--- config.mk ---
export PLATFORM = sky130hd
export DESIGN_NAME = button_conditioner
export DESIGN_NICKNAME = d
export VERILOG_FILES = /design/src/rtl/button_conditioner.sv
export SDC_FILE = /design/constraint.sdc
export NUM_CORES = 1
export LEC_CHECK = 0
export ABC_AREA = 1
export ABC_CLOCK_PERIOD_IN_PS = 3500
export BUFFER_PORTS_ARGS = -buffer_cell sky130_fd_sc_hd__buf_2
export CORE_MARGIN = 1.5
export CORE_UTILIZATION = 30
export CTS_CLUSTER_SIZE = 30
export DETAILED_ROUTE_END_ITERATION = 12
export HOLD_SLACK_MARGIN = 0.12
export PLACE_DENSITY = 0.44
export SETUP_SLACK_MARGIN = 0.2
export SKIP_CTS_REPAIR_TIMING = 1
export SYNTH_ARGS = -nofsm -noshare
export SYNTH_HDL_FRONTEND = slang
export SYNTH_SLANG_ARGS = --single-unit
--- constraint.sdc ---
create_clock -name clk -period 3.5 [get_ports clk]
set_input_delay 0.175 -clock clk [delete_from_list [all_inputs] [get_ports clk]]
set_output_delay 0.175 -clock clk [all_outputs]
set_load 0.01 [all_outputs]
--- src/rtl/button_conditioner.sv ---
`default_nettype none
// ============================================================================
// Module   : button_conditioner
// Purpose  : Synchronises and debounces add/sub buttons and emits one-cycle
//            set pulses with hold-then-auto-repeat behaviour.
// Revision : 1.0  initial release
// ============================================================================
module button_conditioner #(
    parameter int DEBOUNCE  = 4,
    parameter int HOLD      = 16,
    parameter int REPEAT    = 4,
    parameter int CNT_WIDTH = 20
) (
    input  logic clk,
    input  logic reset_n,
    input  logic power,
    input  logic enable,
    input  logic add_btn,
    input  logic sub_btn,
    output logic add_time,
    output logic sub_time,
    output logic busy
);

    typedef enum logic [2:0] {
        S_IDLE        = 3'd0,
        S_DEB_PRESS   = 3'd1,
        S_HOLD        = 3'd2,
        S_REPEAT      = 3'd3,
        S_DEB_RELEASE = 3'd4
    } state_t;

    localparam logic [CNT_WIDTH-1:0] c_deb_last  = CNT_WIDTH'(DEBOUNCE - 1);
    localparam logic [CNT_WIDTH-1:0] c_hold_last = CNT_WIDTH'(HOLD - 1);
    localparam logic [CNT_WIDTH-1:0] c_rep_last  = CNT_WIDTH'(REPEAT - 1);

    logic [1:0]           add_sync_q, sub_sync_q;
    state_t               state_q, state_d;
    logic                 dir_q, dir_d;
    logic [CNT_WIDTH-1:0] cnt_q, cnt_d;
    logic                 add_time_q, add_time_d;
    logic                 sub_time_q, sub_time_d;
    logic                 busy_q, busy_d;

    logic                 w_add, w_sub, w_sel, w_set_ok, w_pulse;
    logic [CNT_WIDTH-1:0] w_cnt_inc;

    assign w_add     = add_sync_q[1];
    assign w_sub     = sub_sync_q[1];
    assign w_sel     = dir_q ? w_sub : w_add;
    assign w_set_ok  = power & ~enable;
    // Saturating increment: the counter parks at all-ones instead of wrapping.
    assign w_cnt_inc = (cnt_q == {CNT_WIDTH{1'b1}}) ? cnt_q : cnt_q + 1'b1;

    always_comb begin
        state_d = state_q;
        dir_d   = dir_q;
        cnt_d   = w_cnt_inc;
        w_pulse = 1'b0;
        case (state_q)
            S_IDLE: begin
                cnt_d = '0;
                if (w_set_ok && (w_add ^ w_sub)) begin
                    dir_d   = w_sub;
                    state_d = S_DEB_PRESS;
                end
            end
            S_DEB_PRESS: begin
                if (!w_sel) begin
                    cnt_d   = '0;
                    state_d = S_IDLE;
                end else if (cnt_q == c_deb_last) begin
                    w_pulse = 1'b1;
                    cnt_d   = '0;
                    state_d = S_HOLD;
                end
            end
            S_HOLD: begin
                if (!w_sel) begin
                    cnt_d   = '0;
                    state_d = S_DEB_RELEASE;
                end else if (cnt_q == c_hold_last) begin
                    w_pulse = 1'b1;
                    cnt_d   = '0;
                    state_d = S_REPEAT;
                end
            end
            S_REPEAT: begin
                if (!w_sel) begin
                    cnt_d   = '0;
                    state_d = S_DEB_RELEASE;
                end else if (cnt_q == c_rep_last) begin
                    w_pulse = 1'b1;
                    cnt_d   = '0;
                end
            end
            S_DEB_RELEASE: begin
                if (w_add || w_sub) begin
                    cnt_d = '0;
                end else if (cnt_q == c_deb_last) begin
                    cnt_d   = '0;
                    state_d = S_IDLE;
                end
            end
            default: begin
                cnt_d   = '0;
                state_d = S_IDLE;
            end
        endcase

        // Losing set permission aborts any active press; release debounce still applies.
        if (!w_set_ok && (state_q != S_IDLE) && (state_q != S_DEB_RELEASE)) begin
            w_pulse = 1'b0;
            cnt_d   = '0;
            state_d = S_DEB_RELEASE;
        end

        add_time_d = w_pulse & ~dir_q;
        sub_time_d = w_pulse & dir_q;
        busy_d     = power & (state_d != S_IDLE);
    end

    always_ff @(posedge clk or negedge reset_n) begin
        if (!reset_n) begin
            add_sync_q <= 2'b00;
            sub_sync_q <= 2'b00;
            state_q    <= S_IDLE;
            dir_q      <= 1'b0;
            cnt_q      <= '0;
            add_time_q <= 1'b0;
            sub_time_q <= 1'b0;
            busy_q     <= 1'b0;
        end else begin
            add_sync_q <= {add_sync_q[0], add_btn};
            sub_sync_q <= {sub_sync_q[0], sub_btn};
            state_q    <= state_d;
            dir_q      <= dir_d;
            cnt_q      <= cnt_d;
            add_time_q <= add_time_d;
            sub_time_q <= sub_time_d;
            busy_q     <= busy_d;
        end
    end

    assign add_time = add_time_q;
    assign sub_time = sub_time_q;
    assign busy     = busy_q;

endmodule
`default_nettype wire
# --- Word-level counts from Yosys, hierarchy flattened ---
# Index checks and enable logic that the tools add are counted.
op_classes:
  n_addsub: 1
  mul: 0
  n_div: 0
  magnitude_cmp: 0
  n_eq_ne: 8
  shift: 0
  n_mux: 25
  bitwise: 7
  reduce_logical: 10
ops:
  columns: ["cell", "n"]
  rows:
  - ["$mux W20", 7]
  - ["$pmux W20 S3", 1]
  - ["$mux W3", 9]
  - ["$add A20 B1 Y20 const B", 1]
  - ["$eq A20 B2 Y1 const B", 1]
  - ["$eq A20 B20 Y1 const B", 1]
  - ["$eq A20 B4 Y1 const B", 1]
  - ["$pmux W3 S5", 1]
  - ["$eq A3 B2 Y1 const B", 2]
  - ["$mux W1", 6]
  - ["$reduce_bool A3 Y1", 2]
  - ["$and A1 B1 Y1", 4]
  - ["$eq A3 B1 Y1 const B", 1]
  - ["$eq A3 B3 Y1 const B", 1]
  - ["$logic_and A1 B1 Y1", 3]
  - ["$logic_not A3 Y1", 1]
  - ["$ne A3 B3 Y1 const B", 1]
  - ["$not A1 Y1", 2]
  - ["$pmux W1 S2", 1]
  - ["$reduce_and A2 Y1", 1]
  - ["$reduce_or A2 Y1", 1]
  - ["$logic_not A1 Y1", 1]
  - ["$logic_or A1 B1 Y1", 1]
  - ["$xor A1 B1 Y1", 1]
totals:
  register_bits: 31
  latch_bits: 0
  ram_bits: 0
  romBits: 0
  input_bits: 6
  out_inout_bits: 3
  elab_cells: 59
  mem_count: 0

# --- Logic depth before layout (Yosys ltp) ---
# Gate-level depths: netlist of the first run.
depth:
  depth_word: 8
  mapped_depth: 11
  depth_no_buf: 11

# --- Worst setup path before layout of the first run ---
# No wires, ideal clock.
synth_timing:
  path_type: "register -> register"
  start: "register cnt_q[0]"
  end: "register cnt_q[11]"
  arrival_ps: 1487
  setup_slack_ps: 1883
  stages_incl_launch_ff: 10
  synth_period_minus_slack_ps: 1617
  path_cell_list: "dfrtp_1 -> ha_1 -> inv_1 -> nor3_1 -> nand3_2 -> nand2_2 -> nand2_4 -> nand2_4 -> buf_6 -> a21oi_1"
synth_between:
  elab_chain_len: 6
synth_rtl:
  columns: ["element", "line", "text"]
  rows:
  - ["start: declaration", "40", "logic [CNT_WIDTH-1:0] cnt_q, cnt_d;"]
  - ["start signal: assignment", "138", "cnt_q <= cnt_d;"]
  - ["$add A20 B1 Y20 / $eq A20 B20 Y1 (equally long branches)", "53", "assign w_cnt_inc = (cnt_q == {CNT_WIDTH{1'b1}}) ? cnt_q : cnt_q + 1'b1;"]
  - ["$mux W20", "53", null]
  - ["$mux W20 (on tied branches)", null, null]
  - ["$mux W20 (on tied branches)", "98, 79, 89", null]
  - ["$pmux W20 S3 (*)", "60", "case (state_q)"]
  - ["$mux W20 (*)", "112", "if (!w_set_ok && (state_q != S_IDLE) && (state_q != S_DEB_RELEASE)) begin"]
  - ["net cnt_d[11]", "40", null]
# The timed path passes the listed nets; every way through them passes the cells marked *.
# A chain may end at the register's enable or synchronous reset.

# --- Final worst setup path of the first run ---
layout_timing:
  start: "register cnt_q[0]"
  end: "register cnt_q[10]"
# The elaborated chain is that of the path after synthesis.

==> flow_summary.ini, run 1 <==
[run_status]
run_status = complete, no violations

[critical_path]
arrival_ns = 2.07
crit_type = flip-flop to flip-flop
critPathMaxFanout = 16
worstSetupStartpointType = flip-flop
rr_worst_depth = 9
end_kind = flip-flop
cp.required_ns = 3.67

[global_routing]
grt_remaining_overflow = 0
grt_antenna_before_repair = 0
grt_pass1_wl_um = 7870
grt_pass1_vias = 1696
track_usage = 0.141
grt_max_degree = 32

[power]
power_mw = 0.821
irDropWorstVdd_uv = 260
powerDensity_nw_per_um2 = 375
p_leak_nw = 0.990

[floorplan]
row_count = 29
initial_core_util = 0.309
dieArea_um2 = 6990
io_pins = 9
die_w_um = 83.6
core-area_um2 = 6310
fp.dieH_um = 83.6

[clock_tree]
clk_latency_ns = 0.28
root_buffer = clkbuf_8
cts_max_path_buffers = 2
htreeDepth = 2
cts_buffers = 5
numClockSinks = 31
cts_tree = done
path_clk_slew_ns = 0.07

[place]
dpl.hpwl_um = 3420
post-place-ws_ns = 1.59
gp_congestion = 0.822
portBuffers = 8

[synth]
netlist_area_um2 = 1950
synth.area.top_cells = dfrtp_1 40%, nor2_1 10%, nand2_1 9.8%
ys_seq_area_frac = 0.398
synth_area_per_cell_um2 = 7.61
synth_ff_type = dfrtp_1
synth_largest_area_cell = dfrtp_1
synthCells = 256
synth_edf_count = 0
synthArstFlopShare = 1.00
ys_ff_latch = 31
synth_cell_types = 30
synth_warnings = 0
netlist.area_leader.share = 0.398
synth.net_count = 264

[sta]
fmaxAchievable_mhz = 527
rsz0062_at_grt = false
skew_ns = 0.0101
hold_viol = 0
final.setup.tns_ns = 0
worst_pin_slew_ns = 0.724
drv_slew = 0
maxSlewHeadroom = 0.517
final.setup.worst_slack_ns = 1.60
setup_viol = 0
post-route-period-util = 0.542
period_needed_ns = 1.90

[worst_hold_path]
hp-class = input port to flip-flop
min_path_cells = 3

[final_layout]
syn2layout_area_growth_pct = 12.1
multi_input_area_um2 = 1040
n_antenna_cell = 0
final-seq-area_um2 = 776
final_nets = 281
layout-drive-gt1-share = 0.175
fillers = 683

[run]
drv_cap = 0

[routing]
drtPass1Iterations = 5
ant_nets = 0
totalWireLength_um = 4440
num_vias = 1661
drtIter0Drc = 60
avgViaCountPerCell = 4.73
wl_per_cell_um = 12.6
drc = 0
-- area by class of cell --
class,count,share of cell area
Sequential cell,31,0.355
Multi-Input combinational cell,192,0.477
Clock inverter,1,0.00229
Timing Repair Buffer,11,0.0321
Clock buffer,7,0.0349
Inverter,32,0.0550
Tap cell,77,0.0441
-- metal layers --
layer / up-vias / global-route usage / part of all wire / wire length, um
met5: - / 0 / 0 / 0
met4: 0 / 0.0417 / 0.010 / 45
met3: 4 / 0.0415 / 0.027 / 122
met2: 21 / 0.231 / 0.47 / 2100
met1: 773 / 0.181 / 0.49 / 2170
li1: 863 / - / - / -
-- critical path: stages, from the launching register on --
cell	delay [ns]
dfrtp_1	0.38
ha_1	0.23
inv_1	0.08
nor3_1	0.34
nand3_2	0.16
nand2_2	0.11
nand2_4	0.07
nand2_4	0.22
o21bai_1	0.15
nor2_1	0.05
-- power breakdown --
part | internal, mW | switching (mW) | total, mW | leakage, nW
clock | 0.139 | 0.130 | 0.269 | 0.0422
sequential | 0.379 | 0.0212 | 0.400 | 0.418
combinational | 0.0462 | 0.106 | 0.152 | 0.530
total | 0.564 | 0.256 | 0.821 | 0.990
-- sequential cells by signal (all words and copies together) (netlist names) --
| signal | cells |
|---|---|
| sub_time | 1 |
| dir_q | 1 |
| add_time | 1 |
| cnt_q | 20 |
| add_sync_q | 2 |
| sub_sync_q | 2 |
| busy | 1 |
| state_q | 3 |
-- path summary, 6_finish.rpt --
check	from	slack (ns)	end
worst min register to register	add_sync_q[0]	0.34	add_sync_q[1]
min in group asynchronous	reset_n	0.49	state_q[0]
worst min-delay path	power	0.12	busy
worst max-delay path	cnt_q[0]	1.60	cnt_q[10]
max in group asynchronous	reset_n	2.55	cnt_q[6]
worst max register to register	cnt_q[0]	1.60	cnt_q[10]
-- kinds of logic (layout without fill, tap and decap cells) --
family                   Yosys count  after routing  share of synthesized area
AND/OR/NAND/NOR                  167            167                      0.449
buffers and inverters             33             51                     0.0674
flip-flops                        31             31                      0.398
AO/OA/AOI/OAI                     20             20                     0.0597
XOR/XNOR                           3              3                     0.0135
adder cells (fa/ha/maj)            2              2                     0.0128
-- cells in the final DEF (no fill, tap or decap), types with 3 or more instances in the layout --
master / n
dlygate4sd3_1: 3
inv_1: 31
clkbuf_8: 5
nor2_2: 5
nand2_1: 51
dfrtp_1: 31
nand3_2: 3
nor2_1: 52
nor3b_2: 7
nor3_2: 5
nor3_1: 7
buf_2: 8
nand4_1: 6
o21ai_0: 4
nand2_2: 6
nand3_1: 16
a21oi_1: 8
-- cell usage after synthesis (3+ instances only) --
master,number
a21oi_1,8
dfrtp_1,31
inv_1,31
nand2_1,51
nand2_2,6
nand3_1,16
nand3_2,3
nand4_1,6
nor2_1,52
nor2_2,5
nor3_1,7
nor3_2,5
nor3b_2,7
o21ai_0,4
-- metrics by stage --
step	cells	util	instance area, um2	hold slack [ns]
final	351	0.346	2190	0.122
after global routing	351	0.346	2190	0.138
after CTS	348	0.341	2160	-0.0149
after detailed placement	340	0.329	2070	0.284
after global placement	340	0.329	2070	0.283
after floorplan	256	-	1950	-0.121
Power figures use the tool's default switching activity.
==> run 2: changes to the inputs <==
--- a/config.mk
+++ b/config.mk
@@ -6,7 +6,7 @@
 export NUM_CORES = 1
 export LEC_CHECK = 0
 export ABC_AREA = 1
-export ABC_CLOCK_PERIOD_IN_PS = 3500
+export ABC_CLOCK_PERIOD_IN_PS = 1750
 export BUFFER_PORTS_ARGS = -buffer_cell sky130_fd_sc_hd__buf_2
 export CORE_MARGIN = 1.5
 export CORE_UTILIZATION = 30
==> constraint.sdc (replaced) <==
create_clock -name clk -period 1.75 [get_ports clk]
set_input_delay 0.0875 -clock clk [delete_from_list [all_inputs] [get_ports clk]]
set_output_delay 0.0875 -clock clk [all_outputs]
set_load 0.01 [all_outputs]
==> flow_summary.ini, run 2 (synthesis gave the netlist of run 1 again) <==
[global_routing]
grt_pass1_vias = 1769
grt_remaining_overflow = 0
grt_pass1_wl_um = 8480
grt_antenna_before_repair = 0
track_usage = 0.153
grt_max_degree = 32

[power]
pwr-share-seq = 0.400
p_leak_nw = 1.18
switching_share = 0.294
powerDensity_nw_per_um2 = 763
clkPwrFrac = 0.382
combPwrFrac = 0.218
p_sw_mw = 0.576
p_int_mw = 1.39
irDropWorstVdd_uv = 466

[final_layout]
final_cell_mix = 50 x nand2_1, 44 x nor2_1, 29 x inv_1, 25 x dfrtp_1, 25 x buf_4
syn2layout_area_growth_pct = 32.0
final_cells = 380
finalInstanceArea_um2 = 2570
regMostFlops = cnt_q
largest_reg_flops = 20
layout_commonest_cell = nand2_1
n_antenna_cell = 0
top_regs = cnt_q (20), state_q (3)
final_nets = 310
fin_util = 0.407
layout-drive-gt1-share = 0.333

[sta]
fmaxAchievable_mhz = 628
rsz0062_at_grt = true
setup_viol = 0
hold-worst-slack_ns = 0.229
drv_slew = 0
post-route-period-util = 0.910
maxSlewHeadroom = 0.505
period_needed_ns = 1.59
hold_viol = 0
worst_pin_slew_ns = 0.743
final.setup.tns_ns = 0
skew_ns = 0.00324

[floorplan]
die_w_um = 83.6
fp.dieH_um = 83.6
dieArea_um2 = 6990
core-area_um2 = 6310
io_pins = 9
row_count = 29
initial_core_util = 0.309

[clock_tree]
cts_buffers = 5
cts_max_path_buffers = 2
path_clk_slew_ns = 0.07
htreeDepth = 2
numClockSinks = 31
cts_tree = done
clk_latency_ns = 0.28
root_buffer = clkbuf_8

[critical_path]
end_kind = flip-flop
worstPathCellList = ha_4 > inv_2 > nor3_4 > nand3_2 > nand2_2 > nand2_4 > buf_4 > o211ai_1 > a21oi_1
critPathMaxFanout = 4
worstSetupStartpointType = flip-flop
cpMaxStageDelayCell = dfrtp_1
crit_type = flip-flop to flip-flop
slowest_delay_ns = 0.42
arrival_ns = 1.76
cp.required_ns = 1.92
path_delay_family = simple AND/OR/NAND/NOR gates
cp.buffers_inverters = 2

[routing]
totalWireLength_um = 4980
drtPass1Iterations = 4
drtIter0Drc = 86
drc = 0
wl_per_cell_um = 13.1
ant_nets = 0
num_vias = 1750
avgViaCountPerCell = 4.61

[place]
gp_congestion = 0.811
dpl.cell_count = 360
portBuffers = 8
placed_area_um2 = 2250
dpl.hpwl_um = 3800

[run_status]
run_status = complete, no violations

[run]
drv_cap = 0

[worst_hold_path]
hp-class = input port to flip-flop
run 2: per-layer routing:
layer	vias up	share of wire	track usage
li1	919	-	-
met5	-	0	0
met3	4	0.020	0.0297
met1	813	0.46	0.199
met2	14	0.51	0.261
met4	0	0.0096	0.0358
run 2: path summary, 6_finish.rpt:
path	start	to	slack [ns]	cells past startpoint
setup / recovery	cnt_q[1]	cnt_q[5]	0.16	9
hold / removal	enable	state_q[1]	0.23	4
setup reg to reg	cnt_q[1]	cnt_q[5]	0.16	9
hold reg to reg	sub_sync_q[0]	sub_sync_q[1]	0.35	0
max in group asynchronous	reset_n	cnt_q[2]	0.82	2
min in group asynchronous	reset_n	state_q[1]	0.40	2
run 2: worst register-to-register path: stages, from the launching register on:
cell and delay (ns):
dfrtp_1 0.42, ha_4 0.18, inv_2 0.05, nor3_4 0.19
nand3_2 0.15, nand2_2 0.11, nand2_4 0.07, buf_4 0.15
o211ai_1 0.09, a21oi_1 0.06
run 2: area by class of cell:
cell class / count / area [um2]
Fill cell: 685 / 3740
Sequential cell: 31 / 783
Timing Repair Buffer: 40 / 319
Inverter: 32 / 120
Clock buffer: 6 / 82.6
Clock inverter: 2 / 35.0
Multi-Input combinational cell: 192 / 1140
Tap cell: 77 / 96.3
run 2: power by group through the flow:
stage	clock (mW)	sequential, mW	combinational (mW)
2_1_floorplan	0	0.807	0.230
3_3_place_gp	0	0.797	0.408
5_1_grt	0.802	0.789	0.478
4_1_cts	0.775	0.783	0.406
3_5_place_dp	0	0.797	0.405
6_report	0.750	0.785	0.428
run 2: metrics by stage:
step	power (mW)	worst slack, ns
after floorplan	1.04	0.223
after global placement	1.21	0.0755
after detailed placement	1.20	0.0332
after CTS	1.96	0.0254
after global routing	2.07	0.0284
final	1.96	0.158
